==> src/rtl/ifm_out_fsm_if.sv <==
// Handshake bundle for ifm_out_fsm: FWFT FIFO heads, AXI-Stream master, stats.
// master = drain stage side, slave = FIFO / sink / observer side.
interface ifm_out_fsm_if #(
    parameter int C_STAT_WIDTH = 32
);
    logic [7:0]              info_fifo_rdata;
    logic                    info_fifo_empty;
    logic                    info_fifo_rden;
    logic [72:0]             data_fifo_rdata;
    logic                    data_fifo_empty;
    logic                    data_fifo_rden;
    logic [63:0]             m_axis_tdata;
    logic [7:0]              m_axis_tkeep;
    logic                    m_axis_tlast;
    logic                    m_axis_tuser;
    logic                    m_axis_tvalid;
    logic                    m_axis_tready;
    logic [C_STAT_WIDTH-1:0] good_frame_cnt;
    logic [C_STAT_WIDTH-1:0] drop_frame_cnt;
    logic [C_STAT_WIDTH-1:0] good_byte_cnt;
    logic [3:0]              ifm_out_fsm_dbg;

    modport master (
        input  info_fifo_rdata, info_fifo_empty,
        input  data_fifo_rdata, data_fifo_empty,
        input  m_axis_tready,
        output info_fifo_rden, data_fifo_rden,
        output m_axis_tdata, m_axis_tkeep, m_axis_tlast,
        output m_axis_tuser, m_axis_tvalid,
        output good_frame_cnt, drop_frame_cnt, good_byte_cnt,
        output ifm_out_fsm_dbg
    );

    modport slave (
        output info_fifo_rdata, info_fifo_empty,
        output data_fifo_rdata, data_fifo_empty,
        output m_axis_tready,
        input  info_fifo_rden, data_fifo_rden,
        input  m_axis_tdata, m_axis_tkeep, m_axis_tlast,
        input  m_axis_tuser, m_axis_tvalid,
        input  good_frame_cnt, drop_frame_cnt, good_byte_cnt,
        input  ifm_out_fsm_dbg
    );
endinterface

==> src/rtl/ifm_out_fsm.sv <==
// Rx frame drain: pops one info word per frame, then forwards or drops data to tlast.
// Ports: rx_clk, sys_rst (async, active-high), bus (ifm_out_fsm_if.master).
// Stats counters are built only when IFM_OUT_STATS_EN is defined.
module ifm_out_fsm #(
    parameter int C_DROP_BAD   = 1,
    parameter int C_STAT_WIDTH = 32
) (
    input  logic          rx_clk,
    input  logic          sys_rst,
    ifm_out_fsm_if.master bus
);
    typedef enum logic [1:0] {
        S_IDLE = 2'd0,
        S_FWD  = 2'd1,
        S_DROP = 2'd2
    } state_t;

    state_t      r_state;
    state_t      w_next;
    logic        r_good;
    logic        w_info_rden;
    logic        w_data_rden;
    logic        w_last;
    logic        w_push;
    logic        w_pop;
    logic        w_tvalid;
    logic        w_space;
    logic [73:0] w_in;
    // Skid entries: {tuser, tlast, tkeep, tdata}; entry 0 is the head.
    logic [73:0] r_buf0;
    logic [73:0] r_buf1;
    logic [1:0]  r_occ;
    logic        w_unused;

    assign w_unused = &{1'b0, bus.info_fifo_rdata[7:1]};

    assign w_last   = bus.data_fifo_rdata[72];
    assign w_tvalid = (r_occ != 2'd0);
    assign w_pop    = w_tvalid && bus.m_axis_tready;
    assign w_space  = (r_occ != 2'd2) || w_pop;
    assign w_push   = w_data_rden && (r_state == S_FWD);
    assign w_in     = {r_good, bus.data_fifo_rdata};

    always_ff @(posedge rx_clk or posedge sys_rst) begin
        if (sys_rst) begin
            r_state <= S_IDLE;
            r_good  <= 1'b0;
        end else begin
            r_state <= w_next;
            if (w_info_rden)
                r_good <= bus.info_fifo_rdata[0];
        end
    end

    always_comb begin
        w_next      = r_state;
        w_info_rden = 1'b0;
        w_data_rden = 1'b0;
        unique case (r_state)
            S_IDLE: begin
                if (!bus.info_fifo_empty) begin
                    w_info_rden = 1'b1;
                    if (bus.info_fifo_rdata[0] || (C_DROP_BAD == 0))
                        w_next = S_FWD;
                    else
                        w_next = S_DROP;
                end
            end
            S_FWD: begin
                if (!bus.data_fifo_empty && w_space) begin
                    w_data_rden = 1'b1;
                    if (w_last)
                        w_next = S_IDLE;
                end
            end
            S_DROP: begin
                // Discarded words never touch the skid, so no backpressure.
                if (!bus.data_fifo_empty) begin
                    w_data_rden = 1'b1;
                    if (w_last)
                        w_next = S_IDLE;
                end
            end
            default: w_next = S_IDLE;
        endcase
    end

    always_ff @(posedge rx_clk or posedge sys_rst) begin
        if (sys_rst) begin
            r_buf0 <= '0;
            r_buf1 <= '0;
            r_occ  <= 2'd0;
        end else begin
            unique case ({w_push, w_pop})
                2'b10: begin
                    if (r_occ == 2'd0)
                        r_buf0 <= w_in;
                    else
                        r_buf1 <= w_in;
                    r_occ <= r_occ + 2'd1;
                end
                2'b01: begin
                    r_buf0 <= r_buf1;
                    r_occ  <= r_occ - 2'd1;
                end
                2'b11: begin
                    // Pop implies occ>=1; new word lands behind the survivor.
                    if (r_occ == 2'd1) begin
                        r_buf0 <= w_in;
                    end else begin
                        r_buf0 <= r_buf1;
                        r_buf1 <= w_in;
                    end
                end
                default: ;
            endcase
        end
    end

    assign bus.info_fifo_rden  = w_info_rden;
    assign bus.data_fifo_rden  = w_data_rden;
    assign bus.m_axis_tvalid   = w_tvalid;
    assign bus.m_axis_tdata    = r_buf0[63:0];
    assign bus.m_axis_tkeep    = r_buf0[71:64];
    assign bus.m_axis_tlast    = r_buf0[72];
    assign bus.m_axis_tuser    = r_buf0[73];
    assign bus.ifm_out_fsm_dbg = {2'b00, r_state};

`ifdef IFM_OUT_STATS_EN
    logic [C_STAT_WIDTH-1:0] r_good_frames;
    logic [C_STAT_WIDTH-1:0] r_drop_frames;
    logic [C_STAT_WIDTH-1:0] r_good_bytes;
    logic [3:0]              w_keep_bytes;

    assign w_keep_bytes = 4'($countones(bus.data_fifo_rdata[71:64]));

    always_ff @(posedge rx_clk or posedge sys_rst) begin
        if (sys_rst) begin
            r_good_frames <= '0;
            r_drop_frames <= '0;
            r_good_bytes  <= '0;
        end else begin
            if (w_data_rden && w_last) begin
                if ((r_state == S_FWD) && r_good)
                    r_good_frames <= r_good_frames + 1'b1;
                else
                    r_drop_frames <= r_drop_frames + 1'b1;
            end
            if (w_push && r_good)
                r_good_bytes <= r_good_bytes + C_STAT_WIDTH'(w_keep_bytes);
        end
    end

    assign bus.good_frame_cnt = r_good_frames;
    assign bus.drop_frame_cnt = r_drop_frames;
    assign bus.good_byte_cnt  = r_good_bytes;
`else
    assign bus.good_frame_cnt = {C_STAT_WIDTH{1'b0}};
    assign bus.drop_frame_cnt = {C_STAT_WIDTH{1'b0}};
    assign bus.good_byte_cnt  = {C_STAT_WIDTH{1'b0}};
`endif
endmodule
==> src/flat_wrapper.sv <==
// flat-port wrapper written by rule: the top's interface ports become plain ports
module ifm_out_fsm_flat 
#(
    parameter int C_DROP_BAD   = 1,
    parameter int C_STAT_WIDTH = 32
)
  (rx_clk, sys_rst, bus_info_fifo_rdata, bus_info_fifo_empty, bus_data_fifo_rdata, bus_data_fifo_empty, bus_m_axis_tready, bus_info_fifo_rden, bus_data_fifo_rden, bus_m_axis_tdata, bus_m_axis_tkeep, bus_m_axis_tlast, bus_m_axis_tuser, bus_m_axis_tvalid, bus_good_frame_cnt, bus_drop_frame_cnt, bus_good_byte_cnt, bus_ifm_out_fsm_dbg);
  ifm_out_fsm_if #(.C_STAT_WIDTH(C_STAT_WIDTH)) bus_i ();
  input  logic rx_clk;
  input  logic sys_rst;
  input wire logic [$bits(bus_i.info_fifo_rdata)-1:0] bus_info_fifo_rdata;
  input wire logic [$bits(bus_i.info_fifo_empty)-1:0] bus_info_fifo_empty;
  input wire logic [$bits(bus_i.data_fifo_rdata)-1:0] bus_data_fifo_rdata;
  input wire logic [$bits(bus_i.data_fifo_empty)-1:0] bus_data_fifo_empty;
  input wire logic [$bits(bus_i.m_axis_tready)-1:0] bus_m_axis_tready;
  output wire logic [$bits(bus_i.info_fifo_rden)-1:0] bus_info_fifo_rden;
  output wire logic [$bits(bus_i.data_fifo_rden)-1:0] bus_data_fifo_rden;
  output wire logic [$bits(bus_i.m_axis_tdata)-1:0] bus_m_axis_tdata;
  output wire logic [$bits(bus_i.m_axis_tkeep)-1:0] bus_m_axis_tkeep;
  output wire logic [$bits(bus_i.m_axis_tlast)-1:0] bus_m_axis_tlast;
  output wire logic [$bits(bus_i.m_axis_tuser)-1:0] bus_m_axis_tuser;
  output wire logic [$bits(bus_i.m_axis_tvalid)-1:0] bus_m_axis_tvalid;
  output wire logic [$bits(bus_i.good_frame_cnt)-1:0] bus_good_frame_cnt;
  output wire logic [$bits(bus_i.drop_frame_cnt)-1:0] bus_drop_frame_cnt;
  output wire logic [$bits(bus_i.good_byte_cnt)-1:0] bus_good_byte_cnt;
  output wire logic [$bits(bus_i.ifm_out_fsm_dbg)-1:0] bus_ifm_out_fsm_dbg;
  assign bus_i.info_fifo_rdata = bus_info_fifo_rdata;
  assign bus_i.info_fifo_empty = bus_info_fifo_empty;
  assign bus_i.data_fifo_rdata = bus_data_fifo_rdata;
  assign bus_i.data_fifo_empty = bus_data_fifo_empty;
  assign bus_i.m_axis_tready = bus_m_axis_tready;
  assign bus_info_fifo_rden = bus_i.info_fifo_rden;
  assign bus_data_fifo_rden = bus_i.data_fifo_rden;
  assign bus_m_axis_tdata = bus_i.m_axis_tdata;
  assign bus_m_axis_tkeep = bus_i.m_axis_tkeep;
  assign bus_m_axis_tlast = bus_i.m_axis_tlast;
  assign bus_m_axis_tuser = bus_i.m_axis_tuser;
  assign bus_m_axis_tvalid = bus_i.m_axis_tvalid;
  assign bus_good_frame_cnt = bus_i.good_frame_cnt;
  assign bus_drop_frame_cnt = bus_i.drop_frame_cnt;
  assign bus_good_byte_cnt = bus_i.good_byte_cnt;
  assign bus_ifm_out_fsm_dbg = bus_i.ifm_out_fsm_dbg;
  ifm_out_fsm #(.C_DROP_BAD(C_DROP_BAD), .C_STAT_WIDTH(C_STAT_WIDTH)) u_core (.rx_clk(rx_clk), .sys_rst(sys_rst), .bus(bus_i));
endmodule
==> config.mk <==
export PLATFORM = sky130hd
export DESIGN_NAME = ifm_out_fsm_flat
export DESIGN_NICKNAME = d
export VERILOG_FILES = /design/src/rtl/ifm_out_fsm_if.sv /design/src/rtl/ifm_out_fsm.sv /design/src/flat_wrapper.sv
export SDC_FILE = /design/constraint.sdc
export NUM_CORES = 1
export LEC_CHECK = 0
export BUFFER_PORTS_ARGS = -buffer_cell sky130_fd_sc_hd__clkbuf_2
export CAP_MARGIN = 20
export CELL_PAD_IN_SITES_DETAIL_PLACEMENT = 1
export CELL_PAD_IN_SITES_GLOBAL_PLACEMENT = 2
export CORE_AREA = 2 2 156 158
export DETAILED_ROUTE_END_ITERATION = 8
export DIE_AREA = 0 0 158 160
export PLACE_DENSITY = 0.76
export SYNTH_ARGS = -nofsm -noshare
export SYNTH_HDL_FRONTEND = slang
export SYNTH_SLANG_ARGS = --single-unit
export TNS_END_PERCENT = 50
==> constraint.sdc <==
create_clock -name rx_clk -period 7.2 [get_ports rx_clk]
set_clock_uncertainty 0.05 [all_clocks]
set_input_delay 1.44 -clock rx_clk [delete_from_list [all_inputs] [get_ports rx_clk]]
set_output_delay 1.44 -clock rx_clk [all_outputs]
set_load 0.02 [all_outputs]
==> qor.yml, run 1 <==
wire_per_inst_microns: 15.6
syn_avg_cell_area_sq_um: 11.4
drt_drc_violations_left: 0
critical-path-slowest-cell: "nor2b_4"
place.gp.congestion: 0.727
global_route.usage.total: 0.139
clk-insertion-delay-late_ps: 420
worst_pin_slew_ps: 1050
synth_commonest_cells: "dfrtp_1 (153), buf_4 (103), nand2_1 (80)"
mappedNetlistArea_sq_um: 7230
cts.clk_slew.worst_paths_ps: 60
grt_pass1_vias: 4971
dominantRegCellSynth: "dfrtp_1"
worstReg2RegStart: "u_core.r_occ[1]$_DFFE_PP0P_"
port_buffers: 157
achievable-frequency_ghz: 0.248
p_sw_uw: 1430
path_common_cell: "clkbuf_2"
grt_max_degree: 97
power_frac_clock: 0.272
register_area_sq_um: 3830
timing.slew.headroom: 0.298
core.rowCount: 57
outcome: "complete, no violations"
floorplan.die_area_sq_um: 25300
drt.antenna.violating_nets: 0
drtPass1Iterations: 5
antennaDiodeCount: 0
final.setup.tns_ps: 0
synthDominantAreaCellType: "dfrtp_1"
maxCapViolCount: 0
placeableCoreArea_sq_um: 23800
drtIter0Drc: 181
yosys.cell_count.top_type: "dfrtp_1"
postRouteWirelength_microns: 17400
endpoint_kind: "output port"
vdd.ir_drop.worst_v: 0.000232
internal-power_uw: 2390
postSynthCellCount: 634
timing.final.crit_period_ps: 4040
worst_hold_startpoint: "u_core.r_buf0[60]$_DFFE_PP0P_"
vias: 4836
critical_path_class: "primary input to output port"
hp-class: "register to register"
tritoncts.num_buffers: 17
grt_pass1_wl_microns: 27200
number_of_flip_flops_and_latches_in_the_synthesized_netlist: 153
layout.filler_cells: 2746
synthToLayoutAreaGrowth_pct: 17.8
floorplan.initialDensity: 0.304
netlist_top_cells_area: "dfrtp_1 (53%), buf_4 (11%), mux2_1 (9.3%)"
crit_path_max_fanout: 6
power.static_leakage_uw: 0.00421
power.combinational.fraction: 0.347
cts-htree-levels: 4
multi_input_comb_area_sq_um: 2760
fp.dieW_microns: 158
detail_routed_via_count_per_cell: 4.36
ctsResizeCount: 0
setup-violations-final: 0
clock_sinks: 153
ff2ff_setup_slack_ps: 3480
power_per_cell_area_nw_per_um2: 449
synth_warnings: 0
slew_viol_final: 0
critical_path.top_delay_family: "simple AND/OR/NAND/NOR gates"
pwr-share-seq: 0.381
ys_seq_area_frac: 0.530
worstPathRequired_ps: 5710
netlist.area_leader.share: 0.530
total_grt_overflow: 0
rsz_0062_raised_after_global_routing: "false"
clockRootBuffer: "clkbuf_16"
design_power_total_uw: 3820
final_nets: 868
asyncSetResetFlopFracSynth: 1.00
finalHoldViolations: 0
floorplan.io_pins: 263
synth_enable_flop_cells: 0
post-cts-setup-buffer-count: 0
dp_hpwl_microns: 10900
cts_tree: "yes"
post_synth_num_cell_types: 28
hold_buffers: 0
worst_setup_path_startpoint: "bus_m_axis_tready"
crit_arrival_ps: 2550
path_buf_inv: 3
start_kind: "primary input"
floorplan.die.height_microns: 160
antenna_violations_before_repair: 0
drive_gt1_frac: 0.275
part_of_the_cycle_the_worst_path_needs: 0.561
cp_cell_sequence: "clkbuf_2, nor2b_4, inv_1, nand2_1, a21oi_1, nor3b_1, clkbuf_2"
sw_frac_of_total: 0.374
timing.critical_path.slowest_cell_delay_ps: 270
clock_path_buffers: 2
worst register-to-register path, delay by kind of cell (launching register included):
family,cells,cell delay [ps]
compound gates,2,890
flops,1,400
buf+inv,4,920
mux,1,420
simple gates,3,370
fa+ha+maj,2,560
cell families (layout without fill, tap and decap cells):
| kind of cell | after synthesis | in the layout | synth area share |
|---|---|---|---|
| AO/OA/AOI/OAI | 156 | 156 | 0.138 |
| other | 1 | 98 | 0.000519 |
| buffers and inverters | 147 | 202 | 0.144 |
| flip-flops | 153 | 153 | 0.530 |
| AND/OR/NAND/NOR | 89 | 89 | 0.0505 |
| adder cells (fa/ha/maj) | 9 | 9 | 0.0156 |
| XOR/XNOR | 2 | 2 | 0.00242 |
| multiplexers | 77 | 77 | 0.120 |
worst paths after layout:
check	end	depth (start not counted)
worst min-delay path	u_core.r_buf0[60]$_DFFE_PP0P_	2
worst min register to register	u_core.r_buf0[60]$_DFFE_PP0P_	2
max in group asynchronous	u_core.r_buf0[23]$_DFFE_PP0P_	3
worst max-delay path	bus_data_fifo_rden	7
worst max register to register	u_core.r_buf1[41]$_DFFE_PP0P_	12
min in group asynchronous	u_core.r_buf0[30]$_DFFE_PP0P_	2
flip-flops by register name, summed over array words and instances (netlist names):
register	cells
u_core.r_buf0	74
u_core.r_buf1	74
u_core.r_good	1
u_core.r_occ	2
u_core.r_state	2
cell usage in the layout (no fill, tap or decap), drive strengths merged:
master    count
a21oi         1
nand2        80
o21a          1
nor2b         3
nor3b         1
xnor2         2
nand3         2
buf           4
and3b         1
a22oi        75
conb         98
o211a         1
nand2b        2
bufinv        6
clkinv        3
inv          12
dfrtp       153
mux2i         2
o21ai        77
ha            9
mux2         75
clkinvlp      1
clkbuf      176
a31oi         1
power groups by stage:
stage / Sequential, uW / Combinational, uW / Clock (uW)
3_5_place_dp: 1470 / 1360 / 0
6_report: 1450 / 1330 / 1040
5_1_grt: 1510 / 1480 / 1100
4_1_cts: 1460 / 1360 / 1070
3_3_place_gp: 1450 / 1320 / 0
2_1_floorplan: 1660 / 793 / 0
layout make-up:
cell class                 count  share of cell area
sequential                   153               0.449
multi-input combinational    431               0.324
timing repair buffer         161              0.0958
clock buffer                  19              0.0508
tap                          324              0.0476
clock inverter                13              0.0282
inverter                       9             0.00455
routing by layer:
metal  share of wire  wire length, microns  vias up  track usage
met2            0.48                  8310      152        0.224
met3           0.056                   981       15       0.0353
met5               0                     0        -            0
li1                -                     -     2278            -
met4           0.016                   271        0       0.0516
met1            0.45                  7800     2391        0.181
metrics by stage:
| step | worst slack [ps] | util | cell area [sq um] | hold slack, ps | instances |
|---|---|---|---|---|---|
| global placement | 2760 | 0.329 | 7850 | 412 | 1078 |
| detailed placement | 2730 | 0.329 | 7850 | 419 | 1078 |
| finish | 3160 | 0.358 | 8520 | 430 | 1110 |
| global route | 2970 | 0.358 | 8520 | 450 | 1110 |
| floorplan | 1590 | - | 7590 | 409 | 731 |
| CTS | 3150 | 0.358 | 8520 | 434 | 1110 |
(Power assumes the default switching activity.)
==> run 2, diff against run 1 <==
--- a/config.mk
+++ b/config.mk
@@ -9,10 +9,10 @@
 export CAP_MARGIN = 20
 export CELL_PAD_IN_SITES_DETAIL_PLACEMENT = 1
 export CELL_PAD_IN_SITES_GLOBAL_PLACEMENT = 2
-export CORE_AREA = 2 2 156 158
+export CORE_AREA = 2 2 164 166
 export DETAILED_ROUTE_END_ITERATION = 8
-export DIE_AREA = 0 0 158 160
-export PLACE_DENSITY = 0.76
+export DIE_AREA = 0 0 166 168
+export PLACE_DENSITY = 0.72
 export SYNTH_ARGS = -nofsm -noshare
 export SYNTH_HDL_FRONTEND = slang
 export SYNTH_SLANG_ARGS = --single-unit
==> constraint.sdc (replaced) <==
create_clock -name rx_clk -period 3.34 [get_ports rx_clk]
set_clock_uncertainty 0.05 [all_clocks]
set_input_delay 0.668 -clock rx_clk [delete_from_list [all_inputs] [get_ports rx_clk]]
set_output_delay 0.668 -clock rx_clk [all_outputs]
set_load 0.02 [all_outputs]
==> qor.yml, run 2 (synthesized netlist as in run 1, its figures left out) <==
outcome: "complete, no violations"
final_common_cell: "clkbuf_2"
antenna_violations_before_repair: 0
sw_frac_of_total: 0.383
worst_pin_slew_ps: 866
final.setup.tns_ps: 0
wire_per_inst_microns: 14.8
critical_path.top_delay_family: "buffers and inverters"
clock_sinks: 153
total_grt_overflow: 0
clk-insertion-delay-late_ps: 410
layout.filler_cells: 2989
vias: 4832
drtPass1Iterations: 4
synthToLayoutAreaGrowth_pct: 18.5
slew_viol_final: 0
worst-r2r-cell-count: 12
finalHoldViolations: 0
register_area_sq_um: 3830
drt_drc_violations_left: 0
part_of_the_cycle_the_worst_path_needs: 0.879
ff2ff_setup_slack_ps: 400
pwr-share-seq: 0.391
final_nets: 872
maxCapViolCount: 0
antennaDiodeCount: 0
drt.antenna.violating_nets: 0
floorplan.die_area_sq_um: 27900
cts_tree: "yes"
clockRootBuffer: "clkbuf_16"
floorplan.die.height_microns: 168
crit_path_max_fanout: 44
drtIter0Drc: 182
postRouteWirelength_microns: 16700
tritoncts.num_buffers: 17
detail_routed_via_count_per_cell: 4.28
hold_buffers: 0
grt_pass1_wl_microns: 26800
critical_path_class: "register to register"
crit_arrival_ps: 3180
fp.dieW_microns: 166
dp_hpwl_microns: 10800
internal-power_uw: 4930
drive_gt1_frac: 0.279
start_kind: "register"
vdd.ir_drop.worst_v: 0.000646
port_buffers: 157
global_route.usage.total: 0.121
timing.final.crit_period_ps: 2940
cts-htree-levels: 4
cp_cell_sequence: "inv_1, ha_1, nor2b_4, inv_1, nand2_1, o21ai_0, inv_1, ha_1, nand2_1, o211a_4, buf_12, mux2_2"
cts.clk_slew.worst_paths_ps: 70
timing.critical_path.slowest_cell_delay_ps: 400
timing.slew.headroom: 0.422
p_sw_uw: 3060
hp-class: "primary input to async pin"
endpoint_kind: "register"
rr_endpoint: "u_core.r_buf1[69]$_DFFE_PP0P_"
critical-path-slowest-cell: "dfrtp_1"
most_frequent_cells_in_the_layout: "clkbuf_2 (157), dfrtp_1 (153), conb_1 (98)"
core.rowCount: 60
path_common_cell: "inv_1"
power.static_leakage_uw: 0.00420
utilization: 0.325
power_per_cell_area_nw_per_um2: 933
grt_pass1_vias: 4888
grt_max_degree: 154
multi_input_comb_area_sq_um: 2760
path_buf_inv: 4
achievable-frequency_ghz: 0.341
post-cts-setup-buffer-count: 0
power_frac_clock: 0.244
rsz_0062_raised_after_global_routing: "false"
worstPathRequired_ps: 3580
floorplan.io_pins: 263
worstReg2RegStart: "u_core.r_occ[0]$_DFFE_PP0P_"
layout_top_registers: "u_core.r_buf0 x74, u_core.r_buf1 x74"
place.gp.congestion: 0.709
placeableCoreArea_sq_um: 26400
clock_path_buffers: 2
power.combinational.fraction: 0.365
setup-violations-final: 0
floorplan.initialDensity: 0.274
ctsResizeCount: 0
run 2: cell count changes in the layout (fill, tap and decap cells not counted), moves of 2 or more:
cell | previous run | this run
clkinv_4 | 3 | 1
buf_12 | 0 | 7
bufinv_16 | 6 | 2
clkinvlp_4 | 1 | 4
buf_4 | 4 | 1
run 2: routing by layer:
metal	global-route usage	part of all wire	vias to the layer above
li1	-	-	2287
met1	0.154	0.45	2409
met2	0.202	0.49	127
met3	0.0339	0.050	9
met4	0.0329	0.0094	0
met5	0	0	-
run 2: power by group through the flow:
stage / Sequential, uW / Clock (uW) / Combinational (uW)
floorplan: 3570 / 0 / 1710
global placement: 3130 / 0 / 2920
detailed placement: 3170 / 0 / 2980
CTS: 3130 / 2030 / 2980
global route: 3250 / 2100 / 3240
finish: 3130 / 1950 / 2920
run 2: cell type report:
type / instances / area share
Sequential cell: 153 / 0.447
Multi-Input combinational cell: 431 / 0.322
Timing Repair Buffer: 165 / 0.109
Clock buffer: 19 / 0.0517
Tap cell: 341 / 0.0498
Clock inverter: 12 / 0.0164
Inverter: 9 / 0.00438
run 2: worst max-delay path by stage:
stage | from | end | slack [ps] | depth (start not counted)
floorplan | sys_rst | u_core.r_buf0[0]$_DFFE_PP0P_ | 690 | 1
global placement | u_core.r_occ[0]$_DFFE_PP0P_ | u_core.r_buf1[69]$_DFFE_PP0P_ | 440 | 12
detailed placement | u_core.r_occ[0]$_DFFE_PP0P_ | u_core.r_buf1[69]$_DFFE_PP0P_ | 370 | 12
CTS | u_core.r_occ[0]$_DFFE_PP0P_ | u_core.r_buf1[69]$_DFFE_PP0P_ | 340 | 12
global route | u_core.r_occ[0]$_DFFE_PP0P_ | u_core.r_buf1[26]$_DFFE_PP0P_ | 170 | 12
finish | u_core.r_occ[0]$_DFFE_PP0P_ | u_core.r_buf1[69]$_DFFE_PP0P_ | 400 | 12
run 2: through the flow:
| step | worst slack, ps | hold slack (ps) | instances | power, uW | instance area, sq um |
|---|---|---|---|---|---|
| final | 403 | 426 | 1130 | 7990 | 8570 |
| after global routing | 174 | 419 | 1130 | 8590 | 8570 |
| after CTS | 340 | 405 | 1130 | 8150 | 8570 |
| after floorplan | 691 | 409 | 731 | 5280 | 7600 |
| after global placement | 437 | 410 | 1099 | 6050 | 7980 |
| after detailed placement | 374 | 419 | 1099 | 6150 | 7980 |
run 2: tightest hold or removal path: stages:
cell        delay, ps
clkbuf_2          100
clkinvlp_4         70
buf_12            580
